<file path="config.mk">
export PLATFORM = sky130hd
export DESIGN_NAME = wb_master
export DESIGN_NICKNAME = d
export VERILOG_FILES = /design/src/rtl/wb_master.sv
export SDC_FILE = /design/constraint.sdc
export NUM_CORES = 1
export LEC_CHECK = 0
export CORE_ASPECT_RATIO = 1.75
export CORE_MARGIN = 8
export CORE_UTILIZATION = 47
export DETAILED_ROUTE_END_ITERATION = 8
export GPL_ROUTABILITY_DRIVEN = 0
export PLACE_DENSITY = 0.87
export REMOVE_ABC_BUFFERS = 1
export SETUP_SLACK_MARGIN = 0.05
export SKIP_CTS_REPAIR_TIMING = 1
export SLEW_MARGIN = 10
export SYNTH_ARGS = -nofsm -noshare
export SYNTH_HDL_FRONTEND = slang
export SYNTH_SLANG_ARGS = --single-unit
</file>
<file path="constraint.sdc">
create_clock -name clk_i -period 7.2 [get_ports clk_i]
set_clock_uncertainty 0.1 [all_clocks]
set_input_delay 1.44 -clock clk_i [delete_from_list [all_inputs] [get_ports clk_i]]
set_output_delay 1.44 -clock clk_i [all_outputs]
set_load 0.05 [all_outputs]
</file>
<file path="src/rtl/wb_master.sv">
// Single-outstanding Wishbone pipelined initiator bridging a load/store request port to the bus.
// Optional bus-cycle timeout is enabled by defining WB_MASTER_TIMEOUT_EN.
module wb_master #(
    parameter int XLEN           = 32,
    parameter int XLEN_GRAN      = $clog2(XLEN / 8),
    parameter int TIMEOUT_CYCLES = 255
) (
    input  logic                      clk_i,
    input  logic                      rst_i,
    input  logic                      req_valid_i,
    output logic                      req_ready_o,
    input  logic [XLEN-1:0]           req_addr_i,
    input  logic                      req_we_i,
    input  logic [1:0]                req_size_i,
    input  logic                      req_signed_i,
    input  logic [XLEN-1:0]           req_wdata_i,
    output logic                      resp_valid_o,
    output logic                      resp_err_o,
    output logic [XLEN-1:0]           resp_rdata_o,
    output logic                      cyc_o,
    output logic                      stb_o,
    output logic                      we_o,
    output logic [XLEN-1:XLEN_GRAN]   addr_o,
    output logic [XLEN/8-1:0]         sel_o,
    output logic [XLEN-1:0]           dat_o,
    input  logic [XLEN-1:0]           dat_i,
    input  logic                      ack_i,
    input  logic                      err_i,
    input  logic                      stall_i
);

    localparam int SELW = XLEN / 8;

    typedef enum logic [1:0] {
        IDLE = 2'd0,
        REQ  = 2'd1,
        WAIT = 2'd2,
        RESP = 2'd3
    } state_t;

    state_t                   r_state;
    state_t                   w_state_next;

    logic                     r_cyc;
    logic                     r_stb;
    logic                     r_we;
    logic [XLEN-1:XLEN_GRAN]  r_addr;
    logic [SELW-1:0]          r_sel;
    logic [XLEN-1:0]          r_dat;
    logic [XLEN_GRAN-1:0]     r_off;
    logic [1:0]               r_size;
    logic                     r_signed;
    logic                     r_resp_err;
    logic [XLEN-1:0]          r_resp_rdata;

    logic [XLEN_GRAN-1:0]     w_req_off;
    logic [SELW-1:0]          w_req_mask;
    logic                     w_misaligned;
    logic                     w_accept;
    logic                     w_done;
    logic                     w_timeout;
    logic [XLEN-1:0]          w_shifted;
    logic [XLEN-1:0]          w_ext_mask;
    logic                     w_sign;
    logic [XLEN-1:0]          w_load;
    logic                     w_resp_err_next;
    logic [XLEN-1:0]          w_resp_rdata_next;

    assign w_req_off = req_addr_i[XLEN_GRAN-1:0];

    always_comb begin
        case (req_size_i)
            2'd0:    w_req_mask = SELW'(4'h1);
            2'd1:    w_req_mask = SELW'(4'h3);
            default: w_req_mask = SELW'(4'hF);
        endcase
    end

    assign w_misaligned = (req_size_i == 2'd3)
                       || (req_size_i == 2'd1 && req_addr_i[0])
                       || (req_size_i == 2'd2 && w_req_off != '0);

    assign w_accept = req_valid_i && (r_state == IDLE);

    // A strobe that is still stalled has not been taken, so any ack/err seen then is ignored.
    assign w_done = ((r_state == REQ) && !stall_i && (ack_i || err_i))
                 || ((r_state == WAIT) && (ack_i || err_i));

    assign w_shifted = dat_i >> {r_off, 3'b000};

    always_comb begin
        case (r_size)
            2'd0: begin
                w_ext_mask = XLEN'(8'hFF);
                w_sign     = w_shifted[7];
            end
            2'd1: begin
                w_ext_mask = XLEN'(16'hFFFF);
                w_sign     = w_shifted[15];
            end
            default: begin
                w_ext_mask = XLEN'(32'hFFFF_FFFF);
                w_sign     = w_shifted[31];
            end
        endcase
    end

    assign w_load = (w_shifted & w_ext_mask) | ((r_signed && w_sign) ? ~w_ext_mask : '0);

`ifdef WB_MASTER_TIMEOUT_EN
    localparam int TMO_W = ($clog2(TIMEOUT_CYCLES + 1) < 8) ? 8 : $clog2(TIMEOUT_CYCLES + 1);

    logic [TMO_W-1:0] r_tmo_cnt;

    always_ff @(posedge clk_i or posedge rst_i) begin
        if (rst_i) begin
            r_tmo_cnt <= '0;
        end else if (w_accept) begin
            r_tmo_cnt <= '0;
        end else if (r_state == REQ || r_state == WAIT) begin
            r_tmo_cnt <= r_tmo_cnt + TMO_W'(1);
        end
    end

    // Fires on the cycle whose increment brings the count to TIMEOUT_CYCLES.
    assign w_timeout = (r_state == REQ || r_state == WAIT)
                    && (r_tmo_cnt == TMO_W'(TIMEOUT_CYCLES - 1));
`else
    // Counter compiled out: never times out for any legal TIMEOUT_CYCLES.
    assign w_timeout = (TIMEOUT_CYCLES < 0);
`endif

    always_comb begin
        w_state_next      = r_state;
        w_resp_err_next   = 1'b0;
        w_resp_rdata_next = '0;
        case (r_state)
            IDLE: begin
                if (req_valid_i) begin
                    if (w_misaligned) begin
                        w_state_next    = RESP;
                        w_resp_err_next = 1'b1;
                    end else begin
                        w_state_next = REQ;
                    end
                end
            end
            REQ, WAIT: begin
                if (w_done) begin
                    w_state_next      = RESP;
                    w_resp_err_next   = err_i;
                    w_resp_rdata_next = (!err_i && !r_we) ? w_load : '0;
                end else if (w_timeout) begin
                    w_state_next    = RESP;
                    w_resp_err_next = 1'b1;
                end else if (r_state == REQ && !stall_i) begin
                    w_state_next = WAIT;
                end
            end
            default: begin
                w_state_next = IDLE;
            end
        endcase
    end

    always_ff @(posedge clk_i or posedge rst_i) begin
        if (rst_i) begin
            r_state      <= IDLE;
            r_cyc        <= 1'b0;
            r_stb        <= 1'b0;
            r_we         <= 1'b0;
            r_addr       <= '0;
            r_sel        <= '0;
            r_dat        <= '0;
            r_off        <= '0;
            r_size       <= '0;
            r_signed     <= 1'b0;
            r_resp_err   <= 1'b0;
            r_resp_rdata <= '0;
        end else begin
            r_state      <= w_state_next;
            r_cyc        <= (w_state_next == REQ) || (w_state_next == WAIT);
            r_stb        <= (w_state_next == REQ);
            r_resp_err   <= w_resp_err_next;
            r_resp_rdata <= w_resp_rdata_next;
            if (w_accept) begin
                r_off    <= w_req_off;
                r_size   <= req_size_i;
                r_signed <= req_signed_i;
                if (!w_misaligned) begin
                    r_we   <= req_we_i;
                    r_addr <= req_addr_i[XLEN-1:XLEN_GRAN];
                    r_sel  <= w_req_mask << w_req_off;
                    r_dat  <= req_wdata_i << {w_req_off, 3'b000};
                end
            end
        end
    end

    assign req_ready_o  = (r_state == IDLE);
    assign resp_valid_o = (r_state == RESP);
    assign resp_err_o   = r_resp_err;
    assign resp_rdata_o = r_resp_rdata;
    assign cyc_o        = r_cyc;
    assign stb_o        = r_stb;
    assign we_o         = r_we;
    assign addr_o       = r_addr;
    assign sel_o        = r_sel;
    assign dat_o        = r_dat;

endmodule

</file>
# After elaboration in Yosys (flattened, before gate mapping)
# Index checks and enable logic that the tools add are counted.
[op_classes]
mux = 16
shifts = 3
n_eq_ne = 9
bitwise_logic = 4
n_reduce_logical = 22
[op_table]
columns = ["cell", "count"]
rows = [
  ["32-bit two-way mux", 4],
  ["32-bit one-hot mux with 2 select lines", 1],
  ["32-bit bitwise AND", 1],
  ["32-bit inverter", 1],
  ["32-bit bitwise OR", 1],
  ["32-bit by 5-bit << shifter with 32-bit output", 1],
  ["32-bit by 5-bit right shift with 32-bit output", 1],
  ["2-bit == test, second input constant", 5],
  ["2-bit by 1-bit == test with 1-bit output, second input constant", 4],
  ["1-bit logical AND", 8],
  ["2-bit two-way mux", 4],
  ["4-bit one-hot mux with 2 select lines", 1],
  ["2-bit zero test", 3],
  ["1-bit logical OR", 5],
  ["1-bit one-hot mux with 2 select lines", 2],
  ["2-bit one-hot mux with 2 select lines", 1],
  ["4-bit by 2-bit << shifter with 4-bit output", 1],
  ["1-bit zero test", 3],
  ["1-bit two-way mux", 3],
  ["2-bit AND reduction", 1],
  ["2-bit nonzero test", 1],
  ["2-bit OR reduction", 1],
  ["1-bit inverter", 1],
]
[word_totals]
reg_bits = 109
inputBits = 106
wordCells = 66
out_inout_bits = 104

# Longest topological paths before layout
# Gate-level depths: netlist of run 1.
[depth]
word_depth = 9
depth_mapped = 8
mapped_depth_nobuf = 8

# Least setup slack after synthesis of run 1
# Ideal clock, no wire load.
[synth_timing]
path_kind = "input to register"
startpoint = "input req_addr_i[0]"
endpoint = "register r_sel[0], in the netlist sel_o[0]"
t_required_ns = 6.972
path_stages = 6
arrival_time_ns = 2.578
slack_ns = 4.394
setup_ns = 0.128
path_cell_list = "o21a_1 o22a_1 buf_2 nor2_4 buf_6 mux2_1"
[synth_between]
elab_chain_len = 5
word_cells_on_any_way = 8
classes_between = "shift: 1; bitwise: 1; reduce/logical: 6"
[synth_rtl]
columns = ["element", "line_no", "rtl"]
rows = [
  ["start, declared", "12", "input logic [XLEN-1:0] req_addr_i,"],
  ["2-bit nonzero test / 1-bit logical AND (equally long branches)", "81, 80", ""],
  ["1-bit logical AND / 1-bit logical OR (equally long branches)", "81, 80", ""],
  ["1-bit logical OR", "81", "|| (req_size_i == 2'd2 && w_req_off != '0);"],
  ["1-bit inverter (no source line)", "n/a", ""],
  ["2-bit AND reduction (no source line)", "n/a", ""],
  ["end signal, assigned", "193", "r_sel <= w_req_mask << w_req_off;"],
  ["end, declared", "48", "logic [SELW-1:0] r_sel;"],
]
# Parallel ways exist; a longest one is shown, timed or not.
# A chain may end at the register's enable or synchronous reset.

# Worst setup path after layout of run 1
[layout_timing]
startpoint = "input req_addr_i[0]"
endpoint = "register r_addr, in the netlist addr_o[10]"
[layout_between]
elab_chain_len = 5
word_cells_on_any_way = 7
classes_between = "bitwise: 1; reduce/logical: 6"
[layout_rtl]
columns = ["element", "line_no", "rtl"]
rows = [
  ["2-bit nonzero test / 1-bit logical AND (equally long branches)", "81, 80", ""],
  ["1-bit logical AND / 1-bit logical OR (equally long branches)", "81, 80", ""],
  ["1-bit logical OR (*)", "81", ""],
  ["1-bit inverter (no source line) (*)", "n/a", ""],
  ["2-bit AND reduction (no source line) (*)", "n/a", ""],
  ["end signal, assigned", "192", "r_addr <= req_addr_i[XLEN-1:XLEN_GRAN];"],
  ["end, declared", "47", "logic [XLEN-1:XLEN_GRAN] r_addr;"],
]
# Mark *: on every way between the ends. The rest lies on a longest branch, timed or not.

==> flow_summary.yaml, run 1 <==
outcome:
  status: "complete, no violations"
power_and_ir_drop:
  peakVddDrop_mv: 0.322
  p_leak_nw: 3.18
  power_density_nw_per_um2: 422
die:
  initial_utilization_pct: 48.0
  die_y_microns: 154
  num_io_pins: 210
  die-area_sq_um: 14600
  rows: 50
  fp.dieW_microns: 94.7
  core_sq_um: 10600
grt:
  grt_pass1_wl_microns: 24400
  grt_max_degree: 61
  gr-total-overflow: 0
  antenna_found_initial: 0
  grt_pass1_vias: 4368
  grt_usage_pct: 21.3
worst_setup_path:
  cp.arrival_ns: 4.17
  worstSetupPathType: "primary input to flip-flop"
  worst_ep_required_time_ns: 7.32
  startpoint_type: "primary input"
  cp-end-kind: "flip-flop"
  startpoint: "req_addr_i[0]"
  cp_slowest_cell: "buf_4"
  slowest_delay_ns: 0.50
  path_max_fanout: 41
  path_cells: "clkdlybuf4s50_1 -> buf_4 -> o21a_1 -> o22a_1 -> buf_4 -> nor2_4 -> buf_4 -> mux2_1"
  r2r-start: "r_state[1]"
  crit_top_cell: "buf_4"
placement:
  place_area_sq_um: 7240
  placed_cells: 739
  port_buffers: 209
  hpwlAfterDp_microns: 11800
  pre_cts_ws_ns: 2.83
clocking:
  htreeDepth: 3
  clock_path_buffers: 2
  clk-insertion-delay-late_ns: 0.34
  clock_sinks: 109
  cts.clk_slew.worst_paths_ns: 0.07
  cts_tree: "yes"
  cts_root_buffer: "clkbuf_16"
  cts_buffers: 9
flow_run:
  maxCapViolCount: 0
synth:
  avgSynthCellArea_sq_um: 12.1
  syn_area_sq_um: 5100
  ys_types: 41
  yosysWarnings: 0
  yosysSeqAreaShare_pct: 53.5
  synth_cells: 423
  synth-seq-cells: 109
cells_and_area:
  fin_cells: 755
  area_growth_syn_to_layout_pct: 47.8
  diodes: 0
  final_core_util_pct: 70.9
  mostFrequentLayoutCells: "209 x clkdlybuf4s50_1, 109 x dfrtp_1, 53 x mux2_1, 26 x mux2i_1, 25 x o21ai_1"
  mostFrequentLayoutCell: "clkdlybuf4s50_1"
  nFillCells: 744
  postLayoutCellArea_sq_um: 7540
  finalNetCount: 731
  layout-drive-gt1-share_pct: 7.52
sta:
  setup_viol: 0
  slew_viol_final: 0
  tightest_slew_ns: 0.760
  relSlewSlack_pct: 49.3
  tns_ns: 0
  setup_ws_ns: 3.15
  fin_crit_sh_pct: 56.3
  period_minus_slack_ns: 4.05
  grt_setup_unrepaired: "false"
  clock.fmax_ghz: 0.247
  hold_violations: 0
route:
  vias: 4187
  antenna_left: 0
  vias_per_cell: 5.55
  drt-pass1-iter-count: 4
  drc: 0
  wl_per_cell_microns: 20.5
  drtIter0Drc: 153
  postRouteWirelength_microns: 15500
worst_hold_path:
  hold_class: "flip-flop to flip-flop"
  min_from: "dat_o[10]"
-- path summary, 6_finish.rpt --
| check | to | slack (ns) | depth (start not counted) |
|---|---|---|---|
| setup reg to reg | addr_o[10] | 4.51 | 7 |
| max in group asynchronous | addr_o[11] | 4.36 | 3 |
| hold reg to reg | dat_o[10] | 0.39 | 2 |
| min in group asynchronous | addr_o[30] | 1.42 | 2 |
| setup / recovery | addr_o[10] | 3.15 | 8 |
| hold / removal | dat_o[10] | 0.39 | 2 |
-- cell usage after synthesis --
master / instances / area share, %
dfrtp_1: 109 / 53
mux2_1: 53 / 12
mux2i_1: 26 / 5.1
o21ai_1: 25 / 2.5
a211oi_1: 23 / 3.4
nand2_1: 19 / 1.4
nor2b_1: 17 / 2.1
nor2_1: 14 / 1.0
a21oi_1: 13 / 1.3
inv_1: 13 / 0.96
buf_2: 12 / 1.2
o21ai_0: 11 / 1.1
clkbuf_1: 10 / 0.74
mux2_2: 9 / 2.0
o21ai_2: 9 / 1.5
o41ai_1: 9 / 1.5
o31ai_1: 8 / 1.2
a221oi_1: 7 / 1.2
buf_6: 5 / 1.1
ha_1: 5 / 1.2
a21o_1: 2 / 0.29
buf_1: 2 / 0.15
nand2b_1: 2 / 0.25
o21a_1: 2 / 0.29
o22a_1: 2 / 0.34
and2b_1: 1 / 0.15
and4bb_2: 1 / 0.25
buf_4: 1 / 0.15
mux4_2: 1 / 0.44
nand3_1: 1 / 0.098
nand3b_1: 1 / 0.15
nand4b_2: 1 / 0.29
nor2_4: 1 / 0.22
nor3_1: 1 / 0.098
nor3b_1: 1 / 0.15
o2111ai_2: 1 / 0.29
o211ai_1: 1 / 0.15
o221ai_1: 1 / 0.17
o22ai_1: 1 / 0.12
o32ai_1: 1 / 0.17
or2_1: 1 / 0.12
-- cell families after synthesis --
| family | count (synthesis) | synth area share [%] |
|---|---|---|
| flip-flops | 109 | 53.5 |
| buffers and inverters | 43 | 4.27 |
| AND/OR/NAND/NOR | 61 | 6.28 |
| multiplexers | 89 | 19.2 |
| adder cells (fa/ha/maj) | 5 | 1.23 |
| AO/OA/AOI/OAI | 116 | 15.5 |
-- worst max-delay path: cells and delay by family --
kind / cells / cell delay (ns)
buf+inv: 4 / 1.43
simple gates: 1 / 0.44
compound gates: 2 / 0.43
mux: 1 / 0.38
-- final cells by class --
type	instances	area [sq um]	area share (%)
Clock buffer	9	225	2.99
Clock inverter	7	70.1	0.930
Inverter	13	51.3	0.681
Timing Repair Buffer	216	2140	28.5
Multi-Input combinational cell	271	2150	28.6
Tap cell	130	163	2.16
Sequential cell	109	2730	36.2
-- state kept, by name (all words and copies together) (netlist names) --
| register | flops |
|---|---|
| r_off | 2 |
| dat_o | 32 |
| sel_o | 4 |
| addr_o | 30 |
| r_size | 2 |
| stb_o | 1 |
| r_state | 2 |
| we_o | 1 |
| resp_err_o | 1 |
| cyc_o | 1 |
| r_signed | 1 |
| resp_rdata_o | 32 |
-- metrics by stage --
stage	hold WS [ns]	power, mW
floorplan	0.388	2.08
global placement	0.367	2.67
detailed placement	0.374	2.72
CTS	0.391	3.21
global route	0.406	3.33
finish	0.387	3.18
-- metal layers --
layer  share of wire, %  track usage, %  vias up  wire length, microns
met4                1.4            6.21        0                   214
met2                 53            37.5      178                  8170
met3                8.3            5.61       15                  1280
li1                   -               -     1938                     -
met1                 38            24.1     2056                  5810
met5                  0               0        -                     0
-- where the power goes --
| part | switching [mW] | internal [mW] | total [mW] |
|---|---|---|---|
| Combinational | 1.12 | 0.621 | 1.74 |
| Sequential | 0.130 | 0.825 | 0.954 |
| Clock | 0.241 | 0.244 | 0.485 |
| Total | 1.49 | 1.69 | 3.18 |
Note: power is estimated with default switching activity, not from simulation.
==> inputs of run 2 (changes only) <==
- CORE_UTILIZATION: 47 -> 43
- PLACE_DENSITY: 0.87 -> 0.8
- clock period: 7.2 -> 4.1 ns (I/O delays scaled with it)
==> run 2 against run 1 <==
  * Combinational power is 75% higher
  * Total power grew 79%
  * First-iteration DRC count shrank 7.2%
  * Clock power is 88% higher
  * Critical path depth decreased by 5
  * Non-clock buffer count up 1
  * Die area rose by 8.0%
  * Utilization down 5.4 points
  * Sequential power up 80%
  * Worst hold slack got worse by 0.0018 ns
  * Largest cell class unchanged
  * Largest power group unchanged
==> flow_summary.yaml, run 2 (same netlist as run 1, synthesis figures left out) <==
cells_and_area:
  mostFrequentLayoutCell: "clkdlybuf4s50_1"
  mostFrequentLayoutCells: "208 x clkdlybuf4s50_1, 109 x dfrtp_1, 53 x mux2_1, 26 x mux2i_1, 25 x o21ai_1"
  final_core_util_pct: 65.4
  nFillCells: 926
  seqCellArea_sq_um: 2730
  area_growth_syn_to_layout_pct: 48.6
  diodes: 0
  finalNetCount: 732
  multiInputGateArea_sq_um: 2150
  layout-drive-gt1-share_pct: 7.67
power_and_ir_drop:
  p_leak_nw: 3.20
  peakVddDrop_mv: 0.381
  power_density_nw_per_um2: 750
sta:
  tightest_slew_ns: 0.769
  fin_crit_sh_pct: 70.7
  setup_viol: 0
  grt_setup_unrepaired: "false"
  period_minus_slack_ns: 2.90
  whs_ns: 0.385
  tns_ns: 0
  hold_violations: 0
  setup_ws_ns: 1.20
  clock.fmax_ghz: 0.345
  relSlewSlack_pct: 48.8
  slew_viol_final: 0
clocking:
  htreeDepth: 3
  cts_tree: "yes"
  clock_path_buffers: 2
  clock_sinks: 109
  cts_root_buffer: "clkbuf_16"
  cts.clk_slew.worst_paths_ns: 0.06
  clk-insertion-delay-late_ns: 0.34
  cts_buffers: 9
die:
  core_sq_um: 11600
  die-area_sq_um: 15700
  die_y_microns: 160
  fp.dieW_microns: 98.3
  num_io_pins: 210
  rows: 52
  initial_utilization_pct: 44.0
route:
  drc: 0
  drt-pass1-iter-count: 5
  antenna_left: 0
  wl_per_cell_microns: 20.4
  vias: 4183
  vias_per_cell: 5.50
  postRouteWirelength_microns: 15500
  drtIter0Drc: 142
worst_setup_path:
  reg2regPathDepth: 4
  slowest_delay_ns: 0.84
  worst_ep_required_time_ns: 3.18
  path_max_fanout: 5
  cp.arrival_ns: 1.98
  cp-end-kind: "output pin"
  startpoint: "r_state[0]"
  path_cells: "inv_1 -> ha_1 -> clkdlybuf4s50_1"
  worstSetupPathType: "flip-flop to output pin"
  rrSetupSlack_ns: 1.74
  cp-endpoint: "req_ready_o"
  startpoint_type: "flip-flop"
  cp_slowest_cell: "clkdlybuf4s50_1"
  r2r-start: "r_off[1]"
  r2r-end: "resp_rdata_o[13]"
worst_hold_path:
  hold_class: "flip-flop to flip-flop"
outcome:
  status: "complete, no violations"
grt:
  grt_pass1_wl_microns: 24400
  gr-total-overflow: 0
  grt_usage_pct: 19.7
  grt_pass1_vias: 4483
  grt_max_degree: 65
  antenna_found_initial: 0
placement:
  hpwlAfterDp_microns: 12200
  pre_cts_ws_ns: 1.10
  port_buffers: 209
flow_run:
  maxCapViolCount: 0
## run 2: stage by stage
step           instances  power, mW  cell area (sq um)
2_1_floorplan        393       3.65               4930
6_report             761       5.68               7580
4_1_cts              761       5.74               7580
5_1_grt              761       5.96               7580
3_3_place_gp         745       4.73               7260
3_5_place_dp         745       4.82               7260
## run 2: area by class of cell
type	count	area share, %
Sequential cell	109	36.0
Timing Repair Buffer	217	28.5
Multi-Input combinational cell	271	28.4
Clock buffer	10	3.02
Tap cell	135	2.23
Clock inverter	6	1.14
Inverter	13	0.677
## run 2: how the worst min path moves through the flow
stage,from,endpoint,slack [ns],cells after the start
after global routing,addr_o[29],addr_o[29],0.41,1
after CTS,addr_o[29],addr_o[29],0.39,1
after global placement,addr_o[29],addr_o[29],0.37,1
after floorplan,r_signed,r_signed,0.39,1
after detailed placement,addr_o[29],addr_o[29],0.37,1
final,addr_o[29],addr_o[29],0.38,1
## run 2: power by group
| group | leakage (nW) | internal [mW] | total, mW | switching, mW |
|---|---|---|---|---|
| clock network | 0.153 | 0.536 | 0.913 | 0.377 |
| logic | 1.66 | 1.10 | 3.05 | 1.96 |
| registers | 1.39 | 1.45 | 1.72 | 0.267 |
| total | 3.20 | 3.08 | 5.68 | 2.60 |
## run 2: layer usage
metal,GRT usage [%],routed length [microns],share of wire (%),up-vias
met1,19.8,5610,36,2049
met3,8.53,1400,9.0,13
met2,36.0,8350,54,186
met4,4.85,193,1.2,0
li1,-,-,-,1935
met5,0,0,0,-
## run 2: critical path, delay by kind of cell (launching register included)
family                     cells  cell delay, ns
buffers and inverters          2            0.96
adders and majority gates      1            0.27
DFF                            1            0.41
